==> src/rtl/rv32i_pkg.sv <==
// RV32I instruction-type codes and base opcodes shared by the encoder,
// the decoder and the control logic.
package rv32i_pkg;

    typedef enum logic [3:0] {
        IT_LOAD   = 4'b0001,
        IT_STORE  = 4'b0010,
        IT_R      = 4'b0011,
        IT_IALU   = 4'b0100,
        IT_BRANCH = 4'b0101,
        IT_JAL    = 4'b0110
    } inst_type_e;

    localparam logic [6:0] OP_LOAD   = 7'b0000011;
    localparam logic [6:0] OP_STORE  = 7'b0100011;
    localparam logic [6:0] OP_R      = 7'b0110011;
    localparam logic [6:0] OP_IALU   = 7'b0010011;
    localparam logic [6:0] OP_BRANCH = 7'b1100011;
    localparam logic [6:0] OP_JAL    = 7'b1101111;

    localparam int INST_W = 32;

endpackage

==> src/rtl/inst_fifo.sv <==
// Synchronous FIFO with wrap-bit pointers; head word is read straight from
// the storage flops, so the output is registered data with no bypass.
module inst_fifo #(
    parameter int DEPTH = 4,
    parameter int WIDTH = 32
) (
    input  logic                      clk,
    input  logic                      rst,
    input  logic                      clear,
    input  logic                      push,
    input  logic [WIDTH-1:0]          wdata,
    input  logic                      pop,
    output logic [WIDTH-1:0]          rdata,
    output logic                      full,
    output logic                      empty,
    output logic [$clog2(DEPTH):0]    count
);
    localparam int AW = $clog2(DEPTH);

    logic [WIDTH-1:0] mem [DEPTH];
    logic [AW:0]      wptr;
    logic [AW:0]      rptr;

    assign empty = (wptr == rptr);
    assign full  = (wptr[AW] != rptr[AW]) && (wptr[AW-1:0] == rptr[AW-1:0]);
    assign count = wptr - rptr;
    assign rdata = mem[rptr[AW-1:0]];

    // Storage is reset too so the head reads as zero straight out of reset.
    always_ff @(posedge clk or negedge rst) begin
        if (!rst) begin
            wptr <= '0;
            rptr <= '0;
            for (int i = 0; i < DEPTH; i++) mem[i] <= '0;
        end else if (clear) begin
            wptr <= '0;
            rptr <= '0;
        end else begin
            if (push && !full) begin
                mem[wptr[AW-1:0]] <= wdata;
                wptr              <= wptr + 1'b1;
            end
            if (pop && !empty) rptr <= rptr + 1'b1;
        end
    end

endmodule

==> src/rtl/inst_encoder.sv <==
// Packs RV32I field bundles into 32-bit instruction words and queues them
// with their byte addresses; unknown types are dropped and counted.
module inst_encoder
    import rv32i_pkg::*;
#(
    parameter int FIFO_DEPTH = 4
) (
    input  logic                          clk,
    input  logic                          rst,
    input  logic                          clear,
    input  logic                          in_valid,
    output logic                          in_ready,
    input  logic [3:0]                    inst_type,
    input  logic [4:0]                    rd,
    input  logic [4:0]                    rs1,
    input  logic [4:0]                    rs2,
    input  logic [2:0]                    func3,
    input  logic [6:0]                    func7,
    input  logic [19:0]                   immediate,
    output logic                          out_valid,
    input  logic                          out_ready,
    output logic [31:0]                   out_data,
    output logic [31:0]                   out_addr,
    output logic [$clog2(FIFO_DEPTH):0]   count,
    output logic                          illegal,
    output logic [7:0]                    illegal_cnt
);
    logic [INST_W-1:0] word;
    logic              legal;
    logic              full;
    logic              empty;
    logic              accept;
    logic              push;
    logic              pop;

    // Branch/JAL immediates arrive as offset bits with bit 0 already dropped.
    always_comb begin
        word  = '0;
        legal = 1'b1;
        case (inst_type)
            IT_R:      word = {func7, rs2, rs1, func3, rd, OP_R};
            IT_IALU:   word = {immediate[11:0], rs1, func3, rd, OP_IALU};
            IT_LOAD:   word = {immediate[11:0], rs1, func3, rd, OP_LOAD};
            IT_STORE:  word = {immediate[11:5], rs2, rs1, func3, immediate[4:0], OP_STORE};
            IT_BRANCH: word = {immediate[11], immediate[9:4], rs2, rs1, func3,
                               immediate[3:0], immediate[10], OP_BRANCH};
            IT_JAL:    word = {immediate[19], immediate[9:0], immediate[10],
                               immediate[18:11], rd, OP_JAL};
            default:   legal = 1'b0;
        endcase
    end

    assign in_ready  = !full && !clear;
    assign out_valid = !empty;
    assign accept    = in_valid && in_ready;
    assign push      = accept && legal;
    assign pop       = out_valid && out_ready && !clear;

    inst_fifo #(
        .DEPTH (FIFO_DEPTH),
        .WIDTH (INST_W)
    ) u_fifo (
        .clk   (clk),
        .rst   (rst),
        .clear (clear),
        .push  (push),
        .wdata (word),
        .pop   (pop),
        .rdata (out_data),
        .full  (full),
        .empty (empty),
        .count (count)
    );

    always_ff @(posedge clk or negedge rst) begin
        if (!rst) begin
            out_addr    <= '0;
            illegal     <= 1'b0;
            illegal_cnt <= '0;
        end else if (clear) begin
            out_addr    <= '0;
            illegal     <= 1'b0;
            illegal_cnt <= '0;
        end else begin
            if (pop) out_addr <= out_addr + 32'd4;
            if (accept && !legal) begin
                illegal <= 1'b1;
                if (illegal_cnt != 8'hFF) illegal_cnt <= illegal_cnt + 8'd1;
            end
        end
    end

endmodule

==> config.mk <==
export PLATFORM = sky130hd
export DESIGN_NAME = inst_encoder
export DESIGN_NICKNAME = d
export VERILOG_FILES = /design/src/rtl/rv32i_pkg.sv /design/src/rtl/inst_fifo.sv /design/src/rtl/inst_encoder.sv
export SDC_FILE = /design/constraint.sdc
export NUM_CORES = 1
export LEC_CHECK = 0
export ABC_AREA = 0
export CAP_MARGIN = 0
export CORE_ASPECT_RATIO = 0.6
export CORE_MARGIN = 3
export CORE_UTILIZATION = 30
export CTS_CLUSTER_DIAMETER = 200
export DETAILED_ROUTE_END_ITERATION = 12
export DONT_BUFFER_PORTS = 1
export PLACE_DENSITY_LB_ADDON = 0.15
export SKIP_LAST_GASP = 1
export SLEW_MARGIN = 20
export SYNTH_ARGS = -nofsm -noshare
export SYNTH_HDL_FRONTEND = slang
export SYNTH_HIERARCHICAL = 1
export SYNTH_SLANG_ARGS = --single-unit
export TNS_END_PERCENT = 10
==> constraint.sdc <==
create_clock -name clk -period 3.9 [get_ports clk]
set_clock_uncertainty 0.1 [all_clocks]
set_input_delay 0.39 -clock clk [delete_from_list [all_inputs] [get_ports clk]]
set_output_delay 0.39 -clock clk [all_outputs]
set_load 0.03 [all_outputs]
==> reports/metrics.yaml, run 1 <==
run_status:
  run_status: "finished, violations left"
  violations: "negative hold slack"
timing:
  setup_viol: 0
  worst_hold_slack_ns: -0.459
  tightest_slew_ns: 0.892
  fin_crit_sh: 0.816
  slew-limit-headroom: 0.402
  setup-tns-final_ns: 0
  rsz0062_at_grt: "false"
  fin_crit_ns: 3.18
  hold_viol_final: 173
  fmax_mhz: 314
  finalMaxSlewViolations: 0
pwr:
  p_seq_frac: 0.462
  p_sw_mw: 1.26
  combPwrFrac: 0.138
  power_frac_clock: 0.400
  powerDensity_nw_per_um2: 443
  p_total_mw: 4.26
  p_int_mw: 2.99
  switching_share: 0.297
  leakagePower_nw: 4.26
  ir_worst_vdd_uv: 206
yosys:
  synth_cell_type_count: 59
  syn-instance-count: 651
  synth_top_family_by_area: "multiplexers"
  synth-seq-cells: 173
  yosys_most_used_dff: "dfrtp_1"
  synth.mux.area_fraction: 0.259
  synth_compound_area_frac: 0.0853
  synthSimpleGateAreaFrac: 0.0842
  synth-edff-count: 0
  syn_avg_cell_area_um2: 13.3
  async_reset_ff_frac: 1.00
  netlist_area_um2: 8670
  synthAdderAreaFrac: 0.0153
  synthXorXnorAreaFrac: 0.0140
  yosysSeqAreaShare: 0.499
  ys_warn_count: 6
layout:
  insertedDiodeCount: 0
  nets: 709
  drive_gt1_frac: 0.345
  area_delta_synth_final_pct: 10.9
  fillCellCount: 2696
  fin_cells: 1025
  final_common_cell: "dfrtp_1"
  layout_common_cells: "dfrtp_1 (172), mux2_2 (122), mux4_2 (32)"
grt:
  gr-max-usage-layer: "met2"
  grt_max_degree: 174
  overflow: 0
  grtUsageMet1: 0.204
  use_met3: 0.0486
  grt_pass1_wl_um: 34100
  grt_use_total: 0.147
  antenna_found_initial: 0
  use_met2: 0.221
  grt_pass1_vias: 5458
placed_design:
  port_buffers: 0
  place_congestion: 0.750
  dp.final_hpwl_um: 14900
  place_inst: 992
worst_setup_path:
  cp_data_required_time_ns: 4.12
  critPathMostFrequentCell: "nor2_1"
  end_kind: "flop"
  crit_start: "u_fifo/wptr[0]$_DFFE_PN0P_"
  arrival_ns: 3.41
  crit_end: "u_fifo/mem[20]$_DFFE_PN0P_"
  reg2reg_depth: 9
  r2r_end: "u_fifo/mem[20]$_DFFE_PN0P_"
  crit_fanout: 20
  r2r_slack_ns: 0.72
  crit_path_top_delay_cell: "o2111a_2"
  critPathMaxStageDelay_ns: 0.56
  critPathKind: "flop to flop"
  worst_setup_path_start_kind: "flop"
  path_cells: "inv_1 -> ha_1 -> nand2_1 -> nor2_1 -> nor2_1 -> and3_1 -> o2111a_2 -> buf_12 -> mux2_2"
  reg2reg_from: "u_fifo/wptr[0]$_DFFE_PN0P_"
routing:
  totalWireLength_um: 22400
  first_pass_iters: 8
  drt_iter0_drc: 316
  vias: 5546
  drc_errors: 0
  avgRoutedWirePerCell_um: 21.8
  ant_nets: 0
  post_drt_via_cell_ratio: 5.41
clock_tree:
  clockRootBuffer: "clkbuf_16"
  clk_latency_ns: 0.44
  path_clk_slew_ns: 0.07
  post_cts_resized: 0
  cts_buffers: 17
  cts.sinks: 173
  cts_tree: "built"
  post_cts_buffers: 0
  cts_max_path_buffers: 2
  cts_hold_repair.buffers: 1
  htree_levels: 4
floorplanning:
  start_util: 0.310
  dieArea_um2: 31100
  core_area_um2: 28000
  rows: 47
  dieWidth_um: 226
  die_y_um: 138
  pin_count: 132
flow_run:
  cap_violations: 0
hold_path:
  min_path_type: "primary input to async pin"
-- metrics by stage --
stage          cell area, um^2  worst slack, ns   util
6_report                  9620            0.718  0.344
5_1_grt                   9620            0.562  0.344
4_1_cts                   9620            0.725  0.344
3_5_place_dp              9020            0.739  0.322
3_3_place_gp              9020            0.862  0.322
2_1_floorplan             8680            0.489      -
-- metal layers --
metal	up-vias	wire length [um]	share of wire
met4	0	213	0.0095
met2	108	10400	0.47
li1	2465	-	-
met5	-	0	0
met3	15	1210	0.054
met1	2958	10500	0.47
-- area by class of cell --
cell class / count / area, um^2 / share of cell area
clock inverters: 14 / 143 / 0.0148
multi-input cells: 413 / 3990 / 0.414
repair buffers: 13 / 160 / 0.0166
well taps: 367 / 459 / 0.0477
flip-flops and latches: 173 / 4330 / 0.450
clock buffers: 18 / 439 / 0.0457
inverters: 27 / 101 / 0.0105
-- registers in the layout (all words and copies together), names as in the netlist --
signal and cells:
u_fifo/mem 128, u_fifo/wptr 3, illegal_cnt 8, out_addr 30
u_fifo/rptr 3, illegal 1
-- worst max-delay path, delay by kind of cell, from the launching register on --
family          cells  cell delay, ns
flops               1            0.40
compound gates      1            0.56
fa+ha+maj           1            0.34
simple gates        4            0.93
buf+inv             2            0.37
mux                 1            0.35
-- synthesized netlist by cell type (all sizes together) (2+ instances only) --
library cell | instances | area (um^2)
nand3 | 12 | 60.1
mux2 | 131 | 1510
nor2b | 3 | 18.8
nand4bb | 2 | 22.5
nand4 | 11 | 75.1
dfrtp | 173 | 4330
nand3b | 2 | 18.8
and4 | 7 | 62.6
o21ai | 14 | 70.1
nand2b | 2 | 12.5
nor3 | 7 | 35.0
xnor2 | 7 | 68.8
mux4 | 32 | 721
clkbuf | 17 | 63.8
xor2 | 6 | 52.6
mux2i | 2 | 20.0
and2 | 8 | 50.1
and3 | 3 | 18.8
buf | 22 | 201
inv | 27 | 101
ha | 9 | 113
a221o | 6 | 60.1
or2 | 3 | 18.8
o31ai | 10 | 75.1
or4 | 11 | 86.3
a222oi | 10 | 100
or3 | 13 | 86.3
a211oi | 3 | 22.5
a22o | 8 | 70.1
nor2 | 20 | 75.1
a21oi | 27 | 135
o41ai | 3 | 26.3
o2111ai | 2 | 17.5
a21boi | 2 | 15.0
nand2 | 15 | 56.3
o2111a | 4 | 50.1
o311ai | 4 | 35.0
a311o | 2 | 20.0
-- power groups by stage --
stage | Combinational [mW] | Clock, mW | Sequential, mW
finish | 0.586 | 1.70 | 1.97
global route | 0.626 | 1.85 | 1.98
CTS | 0.596 | 1.78 | 1.97
detailed placement | 0.585 | 0 | 2.00
global placement | 0.579 | 0 | 2.00
floorplan | 0.491 | 0 | 1.98
-- cells by family (layout without fill, tap and decap cells) --
logic type | count (synthesis) | in the layout
AO/OA/AOI/OAI | 100 | 100
XOR/XNOR | 13 | 13
adder cells (fa/ha/maj) | 10 | 10
buffers and inverters | 66 | 72
flip-flops | 173 | 173
multiplexers | 165 | 165
other | 1 | 2
AND/OR/NAND/NOR | 123 | 123
-- how the worst min path moves through the flow --
stage / startpoint / end / slack [ns]
after floorplan: rst / illegal$_DFFE_PN0P_ / -0.006
after global placement: rst / u_fifo/mem[110]$_DFFE_PN0P_ / -0.002
after detailed placement: rst / u_fifo/mem[110]$_DFFE_PN0P_ / -0.002
after CTS: rst / u_fifo/mem[110]$_DFFE_PN0P_ / -0.50
after global routing: rst / u_fifo/mem[110]$_DFFE_PN0P_ / -0.50
final: rst / u_fifo/mem[110]$_DFFE_PN0P_ / -0.46
Note: power is estimated with default switching activity, not from simulation.
==> inputs of run 2 (changes only) <==
clock period = 3.1 ns   (was 3.9 ns; I/O delays follow)
==> reports/metrics.yaml, run 2 (same netlist as run 1, synthesis figures left out) <==
run_status:
  run_status: "finished, violations left"
  violations: "negative hold slack"
routing:
  ant_nets: 0
  wl_met3_um: 1320
  post_drt_via_cell_ratio: 5.36
  vias: 5572
  maxUsedRoutingLayer: "met4"
  wl_met2_um: 10700
  drc_errors: 0
  drt_iter0_drc: 353
  avgRoutedWirePerCell_um: 22.4
  first_pass_iters: 6
  totalWireLength_um: 23300
  m1WireLength_um: 10900
floorplanning:
  rows: 47
  die_y_um: 138
  core_area_um2: 28000
  dieArea_um2: 31100
  dieWidth_um: 226
  pin_count: 132
  start_util: 0.310
clock_tree:
  clk_latency_ns: 0.44
  cts_max_path_buffers: 2
  cts_tree: "built"
  post_cts_buffers: 0
  path_clk_slew_ns: 0.07
  cts_buffers: 17
  htree_levels: 4
  post_cts_resized: 0
  cts_hold_repair.buffers: 2
  clockRootBuffer: "clkbuf_16"
  cts.sinks: 173
timing:
  setup_viol: 0
  fmax_mhz: 351
  worst_hold_slack_ns: -0.538
  fin_crit_sh: 0.920
  setup-tns-final_ns: 0
  slew-limit-headroom: 0.491
  rsz0062_at_grt: "false"
  tightest_slew_ns: 0.764
  finalMaxSlewViolations: 0
  hold_viol_final: 173
  fin_crit_ns: 2.85
layout:
  final_common_cell: "dfrtp_1"
  area_delta_synth_final_pct: 12.4
  largest_reg_flops: 128
  drive_gt1_frac: 0.357
  fin_util: 0.348
  nets: 722
  reg_top3: "u_fifo/mem (128), out_addr (30), illegal_cnt (8)"
  fillCellCount: 2714
  layout_common_cells: "dfrtp_1 (171), mux2_2 (122), mux4_2 (32)"
  regMostFlops: "u_fifo/mem"
pwr:
  p_int_mw: 3.97
  ir_worst_vdd_uv: 283
  p_sw_mw: 1.50
  power_frac_clock: 0.409
  powerDensity_nw_per_um2: 561
  p_seq_frac: 0.452
  switching_share: 0.274
  combPwrFrac: 0.140
  leakagePower_nw: 4.34
worst_setup_path:
  end_kind: "flop"
  r2r_slack_ns: 0.25
  reg2reg_depth: 8
  r2r_end: "out_addr[30]$_DFFE_PN0N_"
  worst_setup_path_start_kind: "flop"
  arrival_ns: 3.10
  crit_start: "u_fifo/wptr[0]$_DFFE_PN0P_"
  critPathKind: "flop to flop"
  reg2reg_from: "u_fifo/wptr[0]$_DFFE_PN0P_"
  crit_fanout: 18
  cp_data_required_time_ns: 3.35
placed_design:
  dp.final_hpwl_um: 15700
  port_buffers: 0
  place_congestion: 0.810
grt:
  antenna_found_initial: 1
  grt_pass1_vias: 5731
  grt_max_degree: 174
  grt_use_total: 0.156
  grt_pass1_wl_um: 35900
  overflow: 0
flow_run:
  cap_violations: 0
hold_path:
  min_path_type: "primary input to async pin"
-- run 2: per-layer routing --
layer,up-vias,GRT usage
li1,2486,-
met5,-,0
met2,117,0.237
met1,2946,0.210
met4,0,0.0536
met3,23,0.0515
-- run 2: critical path, stage by stage, from the launching register on --
cell	delay (ns)
dfrtp_1	0.40
inv_1	0.11
ha_1	0.33
nand2_1	0.12
nor2_1	0.11
nand3b_2	0.32
or4_4	0.65
or4_1	0.43
a21oi_1	0.19
-- run 2: power by group through the flow --
stage	logic, mW	clock network, mW	registers (mW)
global placement	0.746	0	2.50
floorplan	0.618	0	2.49
finish	0.764	2.24	2.47
CTS	0.774	2.30	2.47
global route	0.814	2.40	2.49
detailed placement	0.760	0	2.52
-- run 2: how the worst max path moves through the flow --
stage / end / cells past startpoint / slack (ns)
floorplan: u_fifo/mem[85]$_DFFE_PN0P_ / 11 / 0.02
global placement: out_addr[18]$_DFFE_PN0N_ / 8 / 0.40
detailed placement: out_addr[18]$_DFFE_PN0N_ / 8 / 0.31
CTS: out_addr[18]$_DFFE_PN0N_ / 8 / 0.28
global route: out_addr[18]$_DFFE_PN0N_ / 8 / 0.14
finish: out_addr[30]$_DFFE_PN0N_ / 8 / 0.25
-- run 2: per-stage QoR --
step	instance area, um^2	std cells	worst slack, ns	power (mW)
final	9750	1039	0.249	5.47
after global routing	9750	1038	0.139	5.70
after CTS	9750	1037	0.277	5.55
after detailed placement	9110	1004	0.313	3.28
after global placement	9110	1004	0.396	3.25
after floorplan	8680	652	0.0221	3.11
-- run 2: final cells by class --
class | instances | area (um^2) | area share
clock inverter | 12 | 163 | 0.0167
clock buffer | 19 | 443 | 0.0454
multi-input combinational | 413 | 3990 | 0.409
tap | 367 | 459 | 0.0471
timing repair buffer | 26 | 260 | 0.0267
sequential | 173 | 4330 | 0.444
inverter | 27 | 101 | 0.0104
antenna | 2 | 5.00 | 0.000513
